`config.mk`:
```
export PLATFORM = sky130hd
export DESIGN_NAME = csr_access_ctrl
export DESIGN_NICKNAME = d
export VERILOG_FILES = /design/src/rtl/csr_access_ctrl.sv
export SDC_FILE = /design/constraint.sdc
export NUM_CORES = 1
export LEC_CHECK = 0
export BUFFER_PORTS_ARGS = -buffer_cell sky130_fd_sc_hd__buf_2
export CAP_MARGIN = 10
export CELL_PAD_IN_SITES_DETAIL_PLACEMENT = 1
export CELL_PAD_IN_SITES_GLOBAL_PLACEMENT = 1
export CORE_MARGIN = 2
export CORE_UTILIZATION = 29
export DETAILED_ROUTE_END_ITERATION = 7
export PLACE_DENSITY_LB_ADDON = 0.1
export SLEW_MARGIN = 0
export SYNTH_ARGS = -nofsm -noshare
export SYNTH_HDL_FRONTEND = slang
export SYNTH_SLANG_ARGS = --single-unit
```
`constraint.sdc`:
```
create_clock -name clk -period 1.5 [get_ports clk]
set_input_delay 0.15 -clock clk [delete_from_list [all_inputs] [get_ports clk]]
set_output_delay 0.15 -clock clk [all_outputs]
set_load 0.05 [all_outputs]
```
`src/rtl/csr_access_ctrl.sv`:
```
// CSR access controller: sequences one CSR instruction through read, modify and write of CSR storage.
// Optional macro CSR_COUNTERS_EN adds internal 64-bit mcycle/minstret counters served without storage access.
module csr_access_ctrl #(
  parameter int          XLEN        = 32,
  parameter int unsigned MHARTID_VAL = 0
) (
  input  logic            clk,
  input  logic            rst,
  input  logic            req_valid,
  output logic            req_ready,
  input  logic [16:0]     req_params,
  input  logic [XLEN-1:0] req_operand,
  input  logic [1:0]      cur_priv,
  output logic            csr_rd_en,
  output logic [11:0]     csr_rd_addr,
  input  logic [XLEN-1:0] csr_rd_data,
  output logic            csr_wr_en,
  output logic [11:0]     csr_wr_addr,
  output logic [XLEN-1:0] csr_wr_data,
  input  logic            instret_inc,
  output logic            resp_valid,
  input  logic            resp_ready,
  output logic [XLEN-1:0] resp_rdata,
  output logic            resp_illegal
);

  typedef enum logic [1:0] {
    FUNC_NONE = 2'd0,
    FUNC_RW   = 2'd1,
    FUNC_RS   = 2'd2,
    FUNC_RC   = 2'd3
  } write_func_e;

  typedef struct packed {
    logic        read_enable;
    logic        write_enable;
    logic        input_select;
    write_func_e write_func;
    logic [11:0] addr;
  } csr_params_t;

  typedef enum logic [1:0] {IDLE, READ, WRITE, RESP} state_e;

  state_e          state_q, state_d;
  csr_params_t     params_q, params_d;
  logic [XLEN-1:0] operand_q, operand_d;
  logic [1:0]      priv_q, priv_d;
  logic [XLEN-1:0] old_q, old_d;
  logic            illegal_q, illegal_d;

  csr_params_t     req_p;
  logic            req_illegal;
  logic            do_write;
  logic            internal_hit;
  logic [XLEN-1:0] internal_rdata;
  logic [XLEN-1:0] read_val;
  logic [XLEN-1:0] new_val;
  logic            unused_bits;

  assign req_p       = csr_params_t'(req_params);
  assign req_illegal = (cur_priv < req_p.addr[9:8]) ||
                       (req_p.write_enable && (req_p.addr[11:10] == 2'b11));
  assign do_write    = params_q.write_enable && (params_q.write_func != FUNC_NONE);
  assign unused_bits = ^{priv_q, params_q.input_select};

`ifdef CSR_COUNTERS_EN
  logic [63:0] mcycle_q, mcycle_d;
  logic [63:0] minstret_q, minstret_d;
  logic        ctr_wr;
  logic [31:0] wr_word;

  assign ctr_wr  = (state_q == WRITE) && do_write;
  assign wr_word = new_val[31:0];

  always_comb begin
    internal_hit   = 1'b1;
    internal_rdata = '0;
    case (params_q.addr)
      12'hF14:          internal_rdata = XLEN'(MHARTID_VAL);
      12'hB00, 12'hC00: internal_rdata = XLEN'(mcycle_q[31:0]);
      12'hB80, 12'hC80: internal_rdata = XLEN'(mcycle_q[63:32]);
      12'hB02, 12'hC02: internal_rdata = XLEN'(minstret_q[31:0]);
      12'hB82, 12'hC82: internal_rdata = XLEN'(minstret_q[63:32]);
      default:          internal_hit   = 1'b0;
    endcase
  end

  // A software write replaces the whole counter update for that cycle.
  always_comb begin
    mcycle_d   = mcycle_q + 64'd1;
    minstret_d = minstret_q + {63'd0, instret_inc};
    if (ctr_wr) begin
      case (params_q.addr)
        12'hB00: mcycle_d   = {mcycle_q[63:32], wr_word};
        12'hB80: mcycle_d   = {wr_word, mcycle_q[31:0]};
        12'hB02: minstret_d = {minstret_q[63:32], wr_word};
        12'hB82: minstret_d = {wr_word, minstret_q[31:0]};
        default: ;
      endcase
    end
  end

  always_ff @(posedge clk) begin
    if (rst) begin
      mcycle_q   <= '0;
      minstret_q <= '0;
    end else begin
      mcycle_q   <= mcycle_d;
      minstret_q <= minstret_d;
    end
  end
`else
  logic unused_instret;

  assign internal_hit   = (params_q.addr == 12'hF14);
  assign internal_rdata = XLEN'(MHARTID_VAL);
  assign unused_instret = instret_inc;
`endif

  // Without read_enable the old value is defined as zero for every function.
  assign read_val = !params_q.read_enable ? '0 :
                    internal_hit          ? internal_rdata : csr_rd_data;

  always_comb begin
    case (params_q.write_func)
      FUNC_RS: new_val = read_val | operand_q;
      FUNC_RC: new_val = read_val & ~operand_q;
      default: new_val = operand_q;
    endcase
  end

  always_comb begin
    state_d   = state_q;
    params_d  = params_q;
    operand_d = operand_q;
    priv_d    = priv_q;
    old_d     = old_q;
    illegal_d = illegal_q;
    case (state_q)
      IDLE: begin
        if (req_valid) begin
          params_d  = req_p;
          operand_d = req_operand;
          priv_d    = cur_priv;
          old_d     = '0;
          illegal_d = req_illegal;
          state_d   = req_illegal ? RESP : READ;
        end
      end
      READ:  state_d = WRITE;
      WRITE: begin
        old_d   = read_val;
        state_d = RESP;
      end
      RESP:    if (resp_ready) state_d = IDLE;
      default: state_d = IDLE;
    endcase
  end

  always_ff @(posedge clk) begin
    if (rst) begin
      state_q   <= IDLE;
      params_q  <= '0;
      operand_q <= '0;
      priv_q    <= '0;
      old_q     <= '0;
      illegal_q <= 1'b0;
    end else begin
      state_q   <= state_d;
      params_q  <= params_d;
      operand_q <= operand_d;
      priv_q    <= priv_d;
      old_q     <= old_d;
      illegal_q <= illegal_d;
    end
  end

  // Outputs are gated by rst so they read zero during reset regardless of state.
  assign req_ready    = !rst && (state_q == IDLE);
  assign csr_rd_en    = !rst && (state_q == READ) && params_q.read_enable && !internal_hit;
  assign csr_rd_addr  = csr_rd_en ? params_q.addr : '0;
  assign csr_wr_en    = !rst && (state_q == WRITE) && do_write && !internal_hit;
  assign csr_wr_addr  = csr_wr_en ? params_q.addr : '0;
  assign csr_wr_data  = csr_wr_en ? new_val : '0;
  assign resp_valid   = !rst && (state_q == RESP);
  assign resp_rdata   = resp_valid ? old_q : '0;
  assign resp_illegal = resp_valid && illegal_q;

endmodule

```
=== After elaboration in Yosys (flattened, before gate mapping) ===
Cells that the tools add are included.

* Mux-type cells: 13
* Order comparisons: 1
* Equal/unequal tests: 9
* Reductions and logical operators: 20
* Bitwise gates (word level): 3

{| class="wikitable"
|+ Operators with widths
! kind !! count
|-
| two-way mux 32 bit || 5
|-
| one-hot mux 32 bit (2 select lines) || 2
|-
| bitwise AND 32 bit || 1
|-
| inverter 32 bit || 1
|-
| OR 32 bit || 1
|-
| two-way mux 12 bit || 2
|-
| equality test 12 bit, second input constant || 1
|-
| logical AND 1 bit || 11
|-
| equality test 2 bit, second input constant || 5
|-
| one-hot mux 2 bit (4 select lines) || 1
|-
| two-way mux 2 bit || 3
|-
| AND reduction 2 bit || 3
|-
| inequality test 2 bit, second input constant || 2
|-
| nonzero test 2 bit || 2
|-
| equality test 2 x 1 -> 1 bit, second input constant || 1
|-
| zero test 1 bit || 2
|-
| zero test 2 bit || 1
|-
| less-than comparator 2 bit || 1
|-
| logical OR 1 bit || 1
|}

* Input port bits: 88
* Logic and storage cells: 54
* Register bits after elaboration: 83
* Output and inout port bits: 93

=== Logic depth before layout (Yosys ltp) ===
* Word-level depth: 6
* Depth in mapped cells: 8
* Gate-level depth less buffers: 6

=== Worst setup path before layout ===
No wires, ideal clock.

* Path type: register to output
* From: register state_q[0]
* To: output csr_wr_data[10]
* Data required time: 1.350 ns
* Stages on the path, launching flop included: 8
* Buffers on the path: 1
* Path slack: -0.600 ns
* Arrival time: 1.950 ns
* Cells stage by stage: dfxtp_1 > inv_1 > ha_1 > nor2b_1 > o211a_1 > nand2_1 > buf_2 > nor2_1

* Word-level cells in the longest chain between the ends: 5

{| class="wikitable"
|+ RTL lines
! what !! line !! text
|-
| start: declaration || 44 || <nowiki>state_e state_q, state_d;</nowiki>
|-
| start signal: assignment || 169 || <nowiki>state_q <= state_d;</nowiki>
|-
| equality test 2 bit || 182 || <nowiki>assign csr_wr_en = !rst && (state_q == WRITE) && do_write && !internal_hit;</nowiki>
|-
| logical AND 1 bit (3 in series) || 182 ||
|-
| two-way mux 32 bit || 184 || <nowiki>assign csr_wr_data = csr_wr_en ? new_val : '0;</nowiki>
|-
| end: declaration || 19 || <nowiki>output logic [XLEN-1:0] csr_wr_data,</nowiki>
|}

Every way passes these cells.

=== Worst setup path in the final report ===
* From: register params_q[6] in the netlist's numbering
* To: output csr_wr_en

* Word-level cells in the longest chain between the ends: 3

{| class="wikitable"
|+ RTL lines
! what !! line !! text
|-
| start: declaration || 45 || <nowiki>csr_params_t params_q, params_d;</nowiki>
|-
| start signal: assignment || 170 || <nowiki>params_q <= params_d;</nowiki>
|-
| equality test 12 bit || 115 || <nowiki>assign internal_hit = (params_q.addr == 12'hF14);</nowiki>
|-
| zero test 1 bit || 182 ||
|-
| logical AND 1 bit || 182 ||
|-
| end: declaration || 17 || <nowiki>output logic csr_wr_en,</nowiki>
|}

Every way passes these cells.

==> summary.md <==
| Metric | Value |
|---|---|
| Worst hold-check path type | input port to flop |
| Layout area overhead | 84.0% |
| Top cells by area, synth | dfxtp_1, a21oi_1, nand2_1, and2_1, a22o_1 |
| Unique masters post-synth | 29 |
| Post-route cell area | 0.00721 mm2 |
| Initial Utilization | 29.6% |
| GP Congestion | 0.742 |
| CP Capture Point | csr_wr_en |
| DRT antenna net count | 0 |
| First-iteration detailed-routing DRC count | 161 |
| Row count | 42 |
| N_diodes | 0 |
| Final worst slack | -0.429 ns |
| R2r endpoint | old_q[4] |
| H-Tree Depth | 3 |
| Fmax | 519 MHz |
| Crit path kind | flop to output pin |
| Total grt overflow | 0 |
| Detailed placer's ending HPWL | 9770 um |
| Crit path max fanout | 8 |
| First-pass GRT wire length | 23,900 um |
| CTS tree | yes |
| Final wirelength | 15,600 um |
| Total core area | 0.0132 mm2 |
| Io pins | 181 |
| RSZ-0062 raised after global routing | true |
| Commonest non-fill, non-tap cell in the layout | nand2_1 |
| Die width | 120 um |
| #FFs+latches synth | 83 |
| Top cell type's share of synthesized area | 42.4% |
| Full die area | 0.0145 mm2 |
| Drt first pass iters | 4 |
| Failing checks | negative setup slack |
| # DRC | 0 |
| Clock-pin slew on the worst setup and hold paths | 0.07 ns |
| Nets | 800 |
| Startpoint types | flop |
| Via count | 4,337 |
| Largest net degree at the start of global routing | 33 |
| Via density | 4.88 |
| Synthesized area | 0.00392 mm2 |
| CTS Sinks | 83 |
| Placement Cell Area | 0.00571 mm2 |
| Final Hold Viols | 0 |
| Final setup fails | 125 |
| Max clock buf depth | 2 |
| Worst IR Drop VDD | 0.552 mV |
| Run status | finished, violations left |
| Total power | 8.35 mW |
| Ratio of cells with drive above 1 in the final layout | 52.9% |
| Synthesized area per cell | 7.96 um2 |
| CTS Buf Count | 9 |
| Worst-Skew Late Latency | 0.34 ns |
| Die Y | 120 um |
| Leading area contributor after synthesis | dfxtp_1 |
| Root Buffer | clkbuf_16 |
| PD cells | 1160 mW/mm2 |
| Number of global-route vias before repair | 4,665 |
| DR WL/cell | 17.6 um |
| Pleak | 3.01 nW |
| Slew headroom | 71.7% |
| Yosys warns | 0 |
| Critical path capture point type | output pin |
| Worst-margin pin slew | 0.424 ns |
| Seq/Total Area, Yosys | 42.4% |
| Cts hold-fix bufs | 0 |
| Antenna violations before repair | 0 |
| Max cap viols | 0 |
| Required @ worst endpoint | 1.35 ns |
| Final Max Tran Viols | 0 |
| Final period util | 129% |
| Worst Setup SP | params_q[6] |
| Final TNS setup | -35.85 ns |
| R2R depth | 10 |
| Most frequent cells in the layout | nand2_1, buf_2, a21oi_1, dfxtp_1, buf_6 |
| Overall routing resource usage | 21.2% |
| Worst EP arrival | 1.78 ns |
| # port buffers | 178 |
| Post-Synthesis Cells | 492 |
| Worst Skew | 0.00649 ns |
| Worst R2R Start | state_q[0] |
| Reg2reg setup slack | -0.15 ns |
| Fin crit period | 1.93 ns |
| Post-synthesis net count | 585 |
[flip-flops by register name, indices dropped and copies added (netlist names)]
| signal | count |
|---|---|
| params_q | 16 |
| old_q | 32 |
| operand_q | 32 |
| state_q | 2 |
| illegal_q | 1 |
[synthesized netlist by cell type]
master	count
nand2_1	102
dfxtp_1	83
clkbuf_1	17
o31ai_1	1
nor3b_1	32
nand2b_1	1
a22o_1	32
o2111a_4	1
inv_2	1
o22ai_1	1
buf_6	3
buf_2	15
nor3_1	2
buf_1	2
nor2_1	37
and4bb_1	2
o211a_1	1
a211oi_4	1
and4bb_2	1
nor2b_1	3
inv_1	5
a21oi_1	82
and2_1	52
nand3_1	1
and4b_1	1
and3_1	6
nand3_4	1
ha_1	5
o211ai_1	1
[stage by stage]
| stage | utilization (%) | worst slack [ns] | std cells | hold slack, ns |
|---|---|---|---|---|
| CTS | 52.4 | -0.455 | 877 | 0.0288 |
| global placement | 43.1 | -0.156 | 854 | 0.382 |
| global route | 54.4 | -0.487 | 888 | 0.0314 |
| finish | 54.4 | -0.429 | 888 | 0.0328 |
| floorplan | - | -0.113 | 492 | 0.278 |
| detailed placement | 43.1 | -0.180 | 854 | 0.385 |
[layout make-up]
type	instances	area, um2
multi-input cells	366	2530
repair buffers	241	2410
inverters	6	26.3
flip-flops and latches	83	1670
fillers	1495	6030
well taps	176	220
clock buffers	13	280
clock inverters	3	67.6
[where the power goes]
part / switching, mW / total [mW] / internal, mW
Sequential: 0.208 / 2.72 / 2.51
Clock: 0.906 / 2.55 / 1.64
Combinational: 1.59 / 3.09 / 1.50
[layer usage]
layer | global-route usage, % | wire (um) | vias to the layer above
li1 | - | - | 2099
met1 | 25.1 | 6520 | 2097
met2 | 37.9 | 8090 | 124
met3 | 4.29 | 757 | 17
met4 | 7.85 | 241 | 0
met5 | 0 | 0 | -
[timing repair]
action	CTS	global route
buffers inserted	3	7
resized for setup	230	29
pin swaps	6	9
setup endpoints to repair	144	134
cloned	4	5
[kinds of logic (layout without fill, tap and decap cells)]
kind of cell	Yosys count	count (layout)	share of synthesized area (%)
compound gates	120	120	19.4
fa+ha+maj	5	5	1.60
flops	83	83	42.4
simple gates	241	241	31.4
buf+inv	43	263	5.17
[how the worst min path moves through the flow]
| stage | startpoint | end | slack, ns | cells after the start |
|---|---|---|---|---|
| CTS | csr_rd_data[18] | old_q[18] | 0.03 | 2 |
| detailed placement | csr_rd_data[16] | old_q[16] | 0.39 | 2 |
| finish | csr_rd_data[16] | old_q[16] | 0.03 | 2 |
| global route | csr_rd_data[16] | old_q[16] | 0.03 | 2 |
| global placement | csr_rd_data[5] | old_q[5] | 0.38 | 2 |
| floorplan | req_params[1] | params_q[1] | 0.28 | 2 |
[critical path, cell delays in order (launching register included)]
cell        delay, ns
dfxtp_2          0.32
and4bb_2         0.34
nand3_4          0.08
buf_6            0.14
nand2_8          0.11
buf_12           0.18
clkinvlp_4       0.11
buf_8            0.15
No activity file was read; power rests on OpenSTA's default activity.
